`src/rtl/prim_ram_1p_initiator.sv`:
```
// prim_ram_1p_initiator: single-port RAM initiator with init sweep, host arbitration and read-valid tracking
module prim_ram_1p_initiator #(
  parameter int Width = 32,
  parameter int Depth = 128,
  parameter logic [Width-1:0] InitValue = '0,
  localparam int Aw = $clog2(Depth)
) (
  input  logic             clk_i,
  input  logic             rst_i,
  input  logic             init_req_i,
  output logic             init_done_o,
  input  logic             req_i,
  output logic             gnt_o,
  input  logic             write_i,
  input  logic [Aw-1:0]    addr_i,
  input  logic [Width-1:0] wdata_i,
  input  logic [Width-1:0] wmask_i,
  output logic             rvalid_o,
  output logic [Width-1:0] rdata_o,
  output logic             ram_req_o,
  output logic             ram_write_o,
  output logic [Aw-1:0]    ram_addr_o,
  output logic [Width-1:0] ram_wdata_o,
  output logic [Width-1:0] ram_wmask_o,
  input  logic [Width-1:0] ram_rdata_i
);
  typedef enum logic {Init, Idle} state_e;
  localparam logic [Aw-1:0] Last = Aw'(Depth - 1);
  state_e state;
  logic [Aw-1:0] cnt;
  logic idle, rvalid_q;
  assign idle = state == Idle;
  assign gnt_o = idle & req_i & ~init_req_i;
  // RAM port is held quiet while reset is asserted, independent of the clock
  assign ram_req_o = ~rst_i & (~idle | gnt_o);
  assign ram_write_o = ram_req_o & (~idle | write_i);
  assign ram_addr_o = ~ram_req_o ? '0 : idle ? addr_i : cnt;
  assign ram_wdata_o = ~ram_req_o ? '0 : idle ? wdata_i : InitValue;
  assign ram_wmask_o = ~ram_req_o ? '0 : idle ? wmask_i : '1;
  assign rvalid_o = rvalid_q;
  assign rdata_o = rvalid_q ? ram_rdata_i : '0;
  always_ff @(posedge clk_i or posedge rst_i) begin
    if (rst_i) begin
      state <= Init;
      cnt <= '0;
      init_done_o <= 1'b0;
      rvalid_q <= 1'b0;
    end else begin
      rvalid_q <= gnt_o & ~write_i;
      if (!idle) begin
        cnt <= cnt == Last ? '0 : cnt + 1'b1;
        if (cnt == Last) begin
          state <= Idle;
          init_done_o <= 1'b1;
        end
      end else if (init_req_i) begin
        state <= Init;
        cnt <= '0;
        init_done_o <= 1'b0;
      end
    end
  end
endmodule
```
`config.mk`:
```
export PLATFORM = sky130hd
export DESIGN_NAME = prim_ram_1p_initiator
export DESIGN_NICKNAME = d
export VERILOG_FILES = /design/src/rtl/prim_ram_1p_initiator.sv
export SDC_FILE = /design/constraint.sdc
export NUM_CORES = 1
export LEC_CHECK = 0
export BUFFER_PORTS_ARGS = -buffer_cell sky130_fd_sc_hd__buf_2
export CAP_MARGIN = 5
export CORE_AREA = 2 2 83 85
export CTS_CLUSTER_DIAMETER = 120
export DETAILED_ROUTE_END_ITERATION = 12
export DIE_AREA = 0 0 85 87
export MAX_ROUTING_LAYER = met4
export PLACE_DENSITY = 0.6
export SLEW_MARGIN = 20
export SYNTH_ARGS = -nofsm -noshare
export SYNTH_HDL_FRONTEND = slang
export SYNTH_SLANG_ARGS = --single-unit
```
`constraint.sdc`:
```
create_clock -name clk_i -period 1.5 [get_ports clk_i]
set_input_delay 0.15 -clock clk_i [delete_from_list [all_inputs] [get_ports clk_i]]
set_output_delay 0.15 -clock clk_i [all_outputs]
set_load 0.05 [all_outputs]
```
## Word-level counts from Yosys, hierarchy flattened

Index checks and enable logic that the tools add are counted.
Widths: inputs -> output; s select.

- $add $sub $neg: 1
- Equal/unequal tests: 2
- Muxes and demuxes: 16
- Bitwise logic cells: 11
- Reductions and logical operators: 2

Operator list:

| kind | number |
|---|---|
| $mux 32 | 5 |
| $mux 7 | 5 |
| $add 7x1->7 const B | 1 |
| $eq 7x7->1 const B | 1 |
| $mux 1 | 6 |
| $and 1x1->1 | 5 |
| $not 1->1 | 4 |
| $ne 2x2->1 const B | 1 |
| $or 1x1->1 | 2 |
| $reduce_and 2->1 | 1 |
| $reduce_bool 2->1 | 1 |

- Flip-flop bits (word level): 10
- Input port bits: 108
- Output and inout port bits: 108
- Word-level logic and storage cells: 36

## Longest topological paths before layout

Gate-level depths: netlist (run 1).

- Word-level depth: 5
- Depth in mapped cells: 5
- Depth with buffers taken out: 4

## Least setup slack after synthesis (run 1)

OpenSTA, ideal clock, no wires.

- Path kind: reg2out
- Start point: register state (netlist: idle)
- End point: output port ram_wmask_o[20]
- Arrival: 1.639 ns
- Required time: 1.350 ns
- Path slack: -0.289 ns
- Cell stages (with the launch flop): 6
- Path buffers: 2
- Cells stage by stage: dfrtp_1 > buf_4 > inv_1 > o21ai_1 > buf_2 > a21oi_1

- Longest elaborated chain between the ends: 5
- Elaborated cells on any way between the ends: 7
- Those cells by class: mux (2); bitwise (5)

RTL lines:

| element | RTL line | RTL |
|---|---|---|
| start, declared | 29 | `state_e state;` |
| start signal, assigned | 44 | `state <= Init;` |
| start signal, assigned | 53 | `state <= Idle;` |
| start signal, assigned | 57 | `state <= Init;` |
| $and 1x1->1 (2 in a row) | 33 | `assign gnt_o = idle & req_i & ~init_req_i;` |
| $or 1x1->1 | 35 | `assign ram_req_o = ~rst_i & (~idle \| gnt_o);` |
| $and 1x1->1 | 35 |  |
| $mux 32 (*) | 39 | `assign ram_wmask_o = ~ram_req_o ? '0 : idle ? wmask_i : '1;` |
| end, declared | 24 | `output logic [Width-1:0] ram_wmask_o,` |

Mark *: on every way between the ends. The rest lies on a longest branch, timed or not.

## Worst setup path in the final report (run 1)

- Start point: register state (netlist: idle)
- End point: output port ram_wmask_o[9]

The elaborated chain is that of the path after synthesis.

==> flow_metrics.tcl, run 1 <==
set metrics [dict create \
    status "finished, violations left" \
    violations "negative setup slack" \
    clk_pin_slew_ps 50 \
    dieArea_um2 7400 \
    die-height_um 87 \
    cap_violations 0 \
    critPathMaxStageDelay_ps 380 \
    grt_pass1_vias 1918 \
    die_w_um 85 \
    syn2layout_area_growth_pct 128 \
    gr-total-overflow 0 \
    powerDensity_nw_per_um2 543 \
    r2r_cells 5 \
    synth-edff-count 0 \
    power.switching_mw 0.787 \
    cts_tree "done" \
    ys_warn_count 0 \
    tightest_slew_ps 388 \
    synth_cell_type_count 29 \
    clkPwrFrac_pct 15.6 \
    hold_class "in2async" \
    peakVddDrop_uv 381 \
    nets 518 \
    vias_per_cell 4.45 \
    initial_core_util_pct 21.5 \
    finalWorstSetupSlack_ps -179 \
    port_buffers 215 \
    antenna_found_initial 0 \
    hold_viol 0 \
    critical_path_class "reg2out" \
    p_comb_share_pct 59.1 \
    cts.sinks 10 \
    setup-tns-final_ps -9390 \
    core_region_area_um2 6570 \
    drive_above_1_share_pct 60.9 \
    grt_max_degree 62 \
    boundaryPins 216 \
    utilization_pct 49.1 \
    p_seq_share_pct 25.3 \
    finalCriticalPeriod_ps 1680 \
    r2r_slack_ps 140 \
    clock-root-buffer "clkbuf_8" \
    hpwl_um 4930 \
    r2r-start "idle$_DFF_PP0_" \
    synth_area_um2 1410 \
    endpoint_kind "output pin" \
    postSynthAreaPerCell_um2 7.36 \
    relSlewSlack_pct 74.1 \
    synth_fp_nets 301 \
    insertion_delay_ps 240 \
    rows 30 \
    skew_ps 4.76 \
    diodes 0 \
    wl_per_cell_um 13.9 \
    async_reset_ff_share_pct 100 \
    finalCritPeriodShare_pct 112 \
    cts_buffers 3 \
    syn_inst 192 \
    grt_pass1_wl_um 9290 \
    fmax_mhz 595 \
    place_congestion 0.811 \
    wl_um 6770 \
    reg2reg_to "cnt[2]$_DFFE_PP0P_" \
    first_pass_iters 4 \
    cp_max_fo 30 \
    crit_slowest_cell "dfrtp_1" \
    sw_frac_of_total_pct 44.9 \
    h-tree-depth 1 \
    ys_ff_latch 10 \
    setup_viol 68 \
    rsz0062_at_grt "true" \
    cp.required_ps 1350 \
    dp_slack_ps -49.6 \
    synth_flop_cell "dfrtp_1" \
    critical_path_arrival_ps 1530 \
    vias 2168 \
    clock_path_buffers 2 \
    critPathLaunchType "flip-flop" \
    grt_usage_pct 15.8 \
    seq_area_frac_synth_pct 17.7 \
    path_cells "buf_6 > nand3b_4 > nor2_4 > clkbuf_16 > a21o_1 > buf_6" \
    p_total_mw 1.75 \
    intPower_mw 0.965 \
    slew_viol_final 0 \
    final_antenna_net_count 0 \
    drc 0 \
    cpMostUsedCell "buf_6" \
    leakagePower_nw 1.91 \
    drtIter0Drc 73 \
]
## cells in the mapped netlist (2+ instances only)
cell | number | area, µm²
and2_1 | 64 | 400
a21o_1 | 30 | 225
nor2_1 | 11 | 41.3
dfrtp_1 | 10 | 250
inv_1 | 9 | 33.8
mux2i_1 | 8 | 80.1
buf_2 | 7 | 35.0
a21oi_1 | 6 | 30.0
buf_4 | 6 | 45.0
o21ai_0 | 6 | 30.0
nand2_1 | 5 | 18.8
clkbuf_1 | 4 | 15.0
nand3_1 | 4 | 20.0
a31oi_1 | 3 | 18.8
o22ai_1 | 3 | 18.8
a41oi_1 | 2 | 17.5
buf_6 | 2 | 22.5
## critical path, delay by kind of cell, from the launching register on
kind / cells / cell delay, ps
compound gates: 1 / 150
buf+inv: 3 / 510
flops: 1 / 380
simple gates: 2 / 240
## what timing repair did
| item | 4_1_cts | 5_1_grt |
|---|---|---|
| endpoints found under the setup margin | 73 | 73 |
| setup buffers | 0 | 1 |
| hold buffers | 0 | 0 |
| pin swaps | 0 | 3 |
| gates resized for setup | 120 | 44 |
| gates cloned | 0 | 3 |
## how the worst max path moves through the flow
stage	depth (start not counted)	slack, ps	to	startpoint
4_1_cts	6	-200	ram_wdata_o[8]	idle$_DFF_PP0_
6_report	6	-180	ram_wmask_o[9]	idle$_DFF_PP0_
3_3_place_gp	4	-60	ram_addr_o[1]	idle$_DFF_PP0_
2_1_floorplan	5	-290	ram_wmask_o[20]	idle$_DFF_PP0_
3_5_place_dp	4	-50	ram_addr_o[1]	idle$_DFF_PP0_
5_1_grt	6	-260	ram_wmask_o[13]	idle$_DFF_PP0_
## cells by family (layout without fill, tap and decap cells)
group,count (synthesis),in the layout,share of synthesized area [%]
fa+ha+maj,1,1,0.886
buf+inv,28,242,10.7
simple gates,91,91,38.7
mux,8,8,5.67
compound gates,54,55,26.3
flops,10,10,17.7
## registers in the layout, summed over array words and instances (netlist names)
| signal | flops |
|---|---|
| cnt | 7 |
| init_done_o | 1 |
| rvalid_o | 1 |
| idle | 1 |
## routing by layer
metal	up-vias	wire length (µm)	GRT usage, %
met5	-	0	-
met4	0	163	4.04
met3	12	689	4.83
met2	133	3400	26.8
met1	951	2520	18.3
li1	1072	-	-
## layout make-up
cell class | count | area [µm²]
Fill cell | 623 | 3340
Clock buffer | 3 | 41.3
Timing Repair Buffer | 230 | 1740
Inverter | 9 | 33.8
Tap cell | 80 | 100
Multi-Input combinational cell | 155 | 1060
Sequential cell | 10 | 250
## cells in the final DEF (no fill, tap or decap), types with 4 or more instances in the layout
cell type  count
inv_1          9
buf_2        142
buf_4         14
a21o_1        30
and2_4         6
and2_1        58
dfrtp_1       10
buf_6         63
nor2_1         9
nand3_1        4
a21oi_1        5
buf_12         6
mux2i_1        7
nand2_1        5
o21ai_0        6
## power groups by stage
stage	Sequential (mW)	Clock, mW	Combinational, mW
final	0.442	0.274	1.04
after global routing	0.459	0.296	1.11
after CTS	0.438	0.284	0.965
after detailed placement	0.442	0	0.898
after global placement	0.439	0	0.893
after floorplan	0.390	0	0.678
## stage by stage
| stage | instances | cell area (µm²) | hold slack, ps |
|---|---|---|---|
| finish | 487 | 3220 | 88.2 |
| CTS | 483 | 3060 | 28.9 |
| global placement | 480 | 2630 | 212 |
| floorplan | 192 | 1410 | -3.01 |
| detailed placement | 480 | 2630 | 219 |
| global route | 487 | 3220 | 107 |
Note: power is estimated with default switching activity, not from simulation.
==> run 2, diff against run 1 <==
--- a/config.mk
+++ b/config.mk
@@ -8,11 +8,12 @@
 export BUFFER_PORTS_ARGS = -buffer_cell sky130_fd_sc_hd__buf_2
 export CAP_MARGIN = 5
 export CORE_AREA = 2 2 83 85
-export CTS_CLUSTER_DIAMETER = 120
+export CTS_CLUSTER_DIAMETER = 50
 export DETAILED_ROUTE_END_ITERATION = 12
 export DIE_AREA = 0 0 85 87
 export MAX_ROUTING_LAYER = met4
 export PLACE_DENSITY = 0.6
+export SKIP_CTS_REPAIR_TIMING = 1
 export SLEW_MARGIN = 20
 export SYNTH_ARGS = -nofsm -noshare
 export SYNTH_HDL_FRONTEND = slang
==> run 2 against run 1 <==
Net effect: the run still ends with negative setup slack left; via count down 1.5%; power down 4.0%; first-iteration DRC count down 6.8%; final area down 3.4%; largest cell class unchanged.
==> flow_metrics.tcl, run 2 (synthesis results as in run 1) <==
set metrics [dict create \
    final_antenna_net_count 0 \
    place_congestion 0.811 \
    relSlewSlack_pct 74.3 \
    powerDensity_nw_per_um2 540 \
    antenna_found_initial 0 \
    syn2layout_area_growth_pct 120 \
    nets 516 \
    grt_pass1_wl_um 8180 \
    cp_max_fo 30 \
    reg2reg_to "cnt[5]$_DFFE_PP0P_" \
    finalCritPeriodShare_pct 113 \
    cts.sinks 10 \
    drc 0 \
    wl_um 6660 \
    first_pass_iters 4 \
    r2r_slack_ps 180 \
    grt_max_degree 62 \
    setup-tns-final_ps -9340 \
    vias_per_cell 4.40 \
    violations "negative setup slack" \
    setup_viol 68 \
    layout_commonest_cell "buf_2" \
    crit_slowest_cell "dfrtp_1" \
    path_cells "buf_6 > nand3b_4 > nor2_4 > clkbuf_16 > and2_1 > buf_12" \
    largest_register_ffs 7 \
    dieArea_um2 7400 \
    initial_core_util_pct 21.5 \
    wl_per_cell_um 13.7 \
    critical_path_arrival_ps 1540 \
    hold_viol 0 \
    core_region_area_um2 6570 \
    fill_cells 638 \
    p_total_mw 1.68 \
    peakVddDrop_uv 370 \
    gr-total-overflow 0 \
    vias 2135 \
    finalWorstSetupSlack_ps -193 \
    r2r_cells 4 \
    leakagePower_nw 1.87 \
    rows 30 \
    r2r-start "cnt[0]$_DFFE_PP0P_" \
    hpwl_um 4930 \
    boundaryPins 216 \
    critical_path_class "reg2out" \
    endpoint_kind "output pin" \
    port_buffers 215 \
    critPathLaunchType "flip-flop" \
    tightest_slew_ps 385 \
    insertion_delay_ps 230 \
    rsz0062_at_grt "true" \
    finalCriticalPeriod_ps 1690 \
    grt_usage_pct 13.9 \
    fmax_mhz 591 \
    clk_pin_slew_ps 50 \
    cp.required_ps 1350 \
    clock_path_buffers 2 \
    hold_ws_ps 84.4 \
    hold_class "in2async" \
    cts_buffers 3 \
    drtIter0Drc 68 \
    drive_above_1_share_pct 59.3 \
    critPathMaxStageDelay_ps 370 \
    diodes 0 \
    die-height_um 87 \
    clock-root-buffer "clkbuf_8" \
    largest-register "cnt" \
    cap_violations 0 \
    skew_ps 4.88 \
    h-tree-depth 1 \
    dp_slack_ps -49.6 \
    slew_viol_final 0 \
    die_w_um 85 \
    status "finished, violations left" \
    cts_tree "done" \
    layout_common_cells "149 x buf_2, 61 x and2_1, 57 x buf_6" \
    grt_pass1_vias 1689 \
]
-- run 2: area by class of cell --
class | count | area, µm² | share of cell area [%]
Timing Repair Buffer | 228 | 1650 | 52.9
Sequential cell | 10 | 250 | 8.04
Tap cell | 80 | 100 | 3.21
Clock buffer | 3 | 41.3 | 1.33
Inverter | 9 | 33.8 | 1.08
Multi-Input combinational cell | 155 | 1040 | 33.4
-- run 2: stage by stage --
step / area (µm²) / util (%) / instances
floorplan: 1410 / - / 192
global placement: 2630 / 40.1 / 480
detailed placement: 2630 / 40.1 / 480
CTS: 2680 / 40.7 / 483
global route: 3110 / 47.4 / 485
finish: 3110 / 47.4 / 485
-- run 2: critical path: cells and delay by family (launching register included) --
family | cells | cell delay, ps
buffers and inverters | 3 | 490
flip-flops | 1 | 370
AND/OR/NAND/NOR | 3 | 430
-- run 2: per-layer routing --
| layer | wire, µm | share of wire, % | GRT usage, % | up-vias |
|---|---|---|---|---|
| met4 | 19 | 0.29 | 1.73 | 0 |
| met1 | 2590 | 39 | 17.2 | 945 |
| met5 | 0 | 0 | - | - |
| met2 | 3430 | 51 | 23.4 | 120 |
| met3 | 622 | 9.3 | 3.79 | 2 |
| li1 | - | - | - | 1068 |
-- run 2: worst max-delay path by stage --
stage / from / endpoint / slack (ps) / cells after the start
2_1_floorplan: idle$_DFF_PP0_ / ram_wmask_o[20] / -290 / 5
3_3_place_gp: idle$_DFF_PP0_ / ram_addr_o[1] / -60 / 4
3_5_place_dp: idle$_DFF_PP0_ / ram_addr_o[1] / -50 / 4
4_1_cts: idle$_DFF_PP0_ / ram_addr_o[1] / -320 / 4
5_1_grt: idle$_DFF_PP0_ / ram_wdata_o[8] / -280 / 6
6_report: idle$_DFF_PP0_ / ram_wdata_o[8] / -190 / 6
-- run 2: power by group --
part	switching, mW	internal (mW)	total (mW)
Combinational	0.562	0.407	0.969
Sequential	0.105	0.336	0.441
Clock	0.0969	0.175	0.272
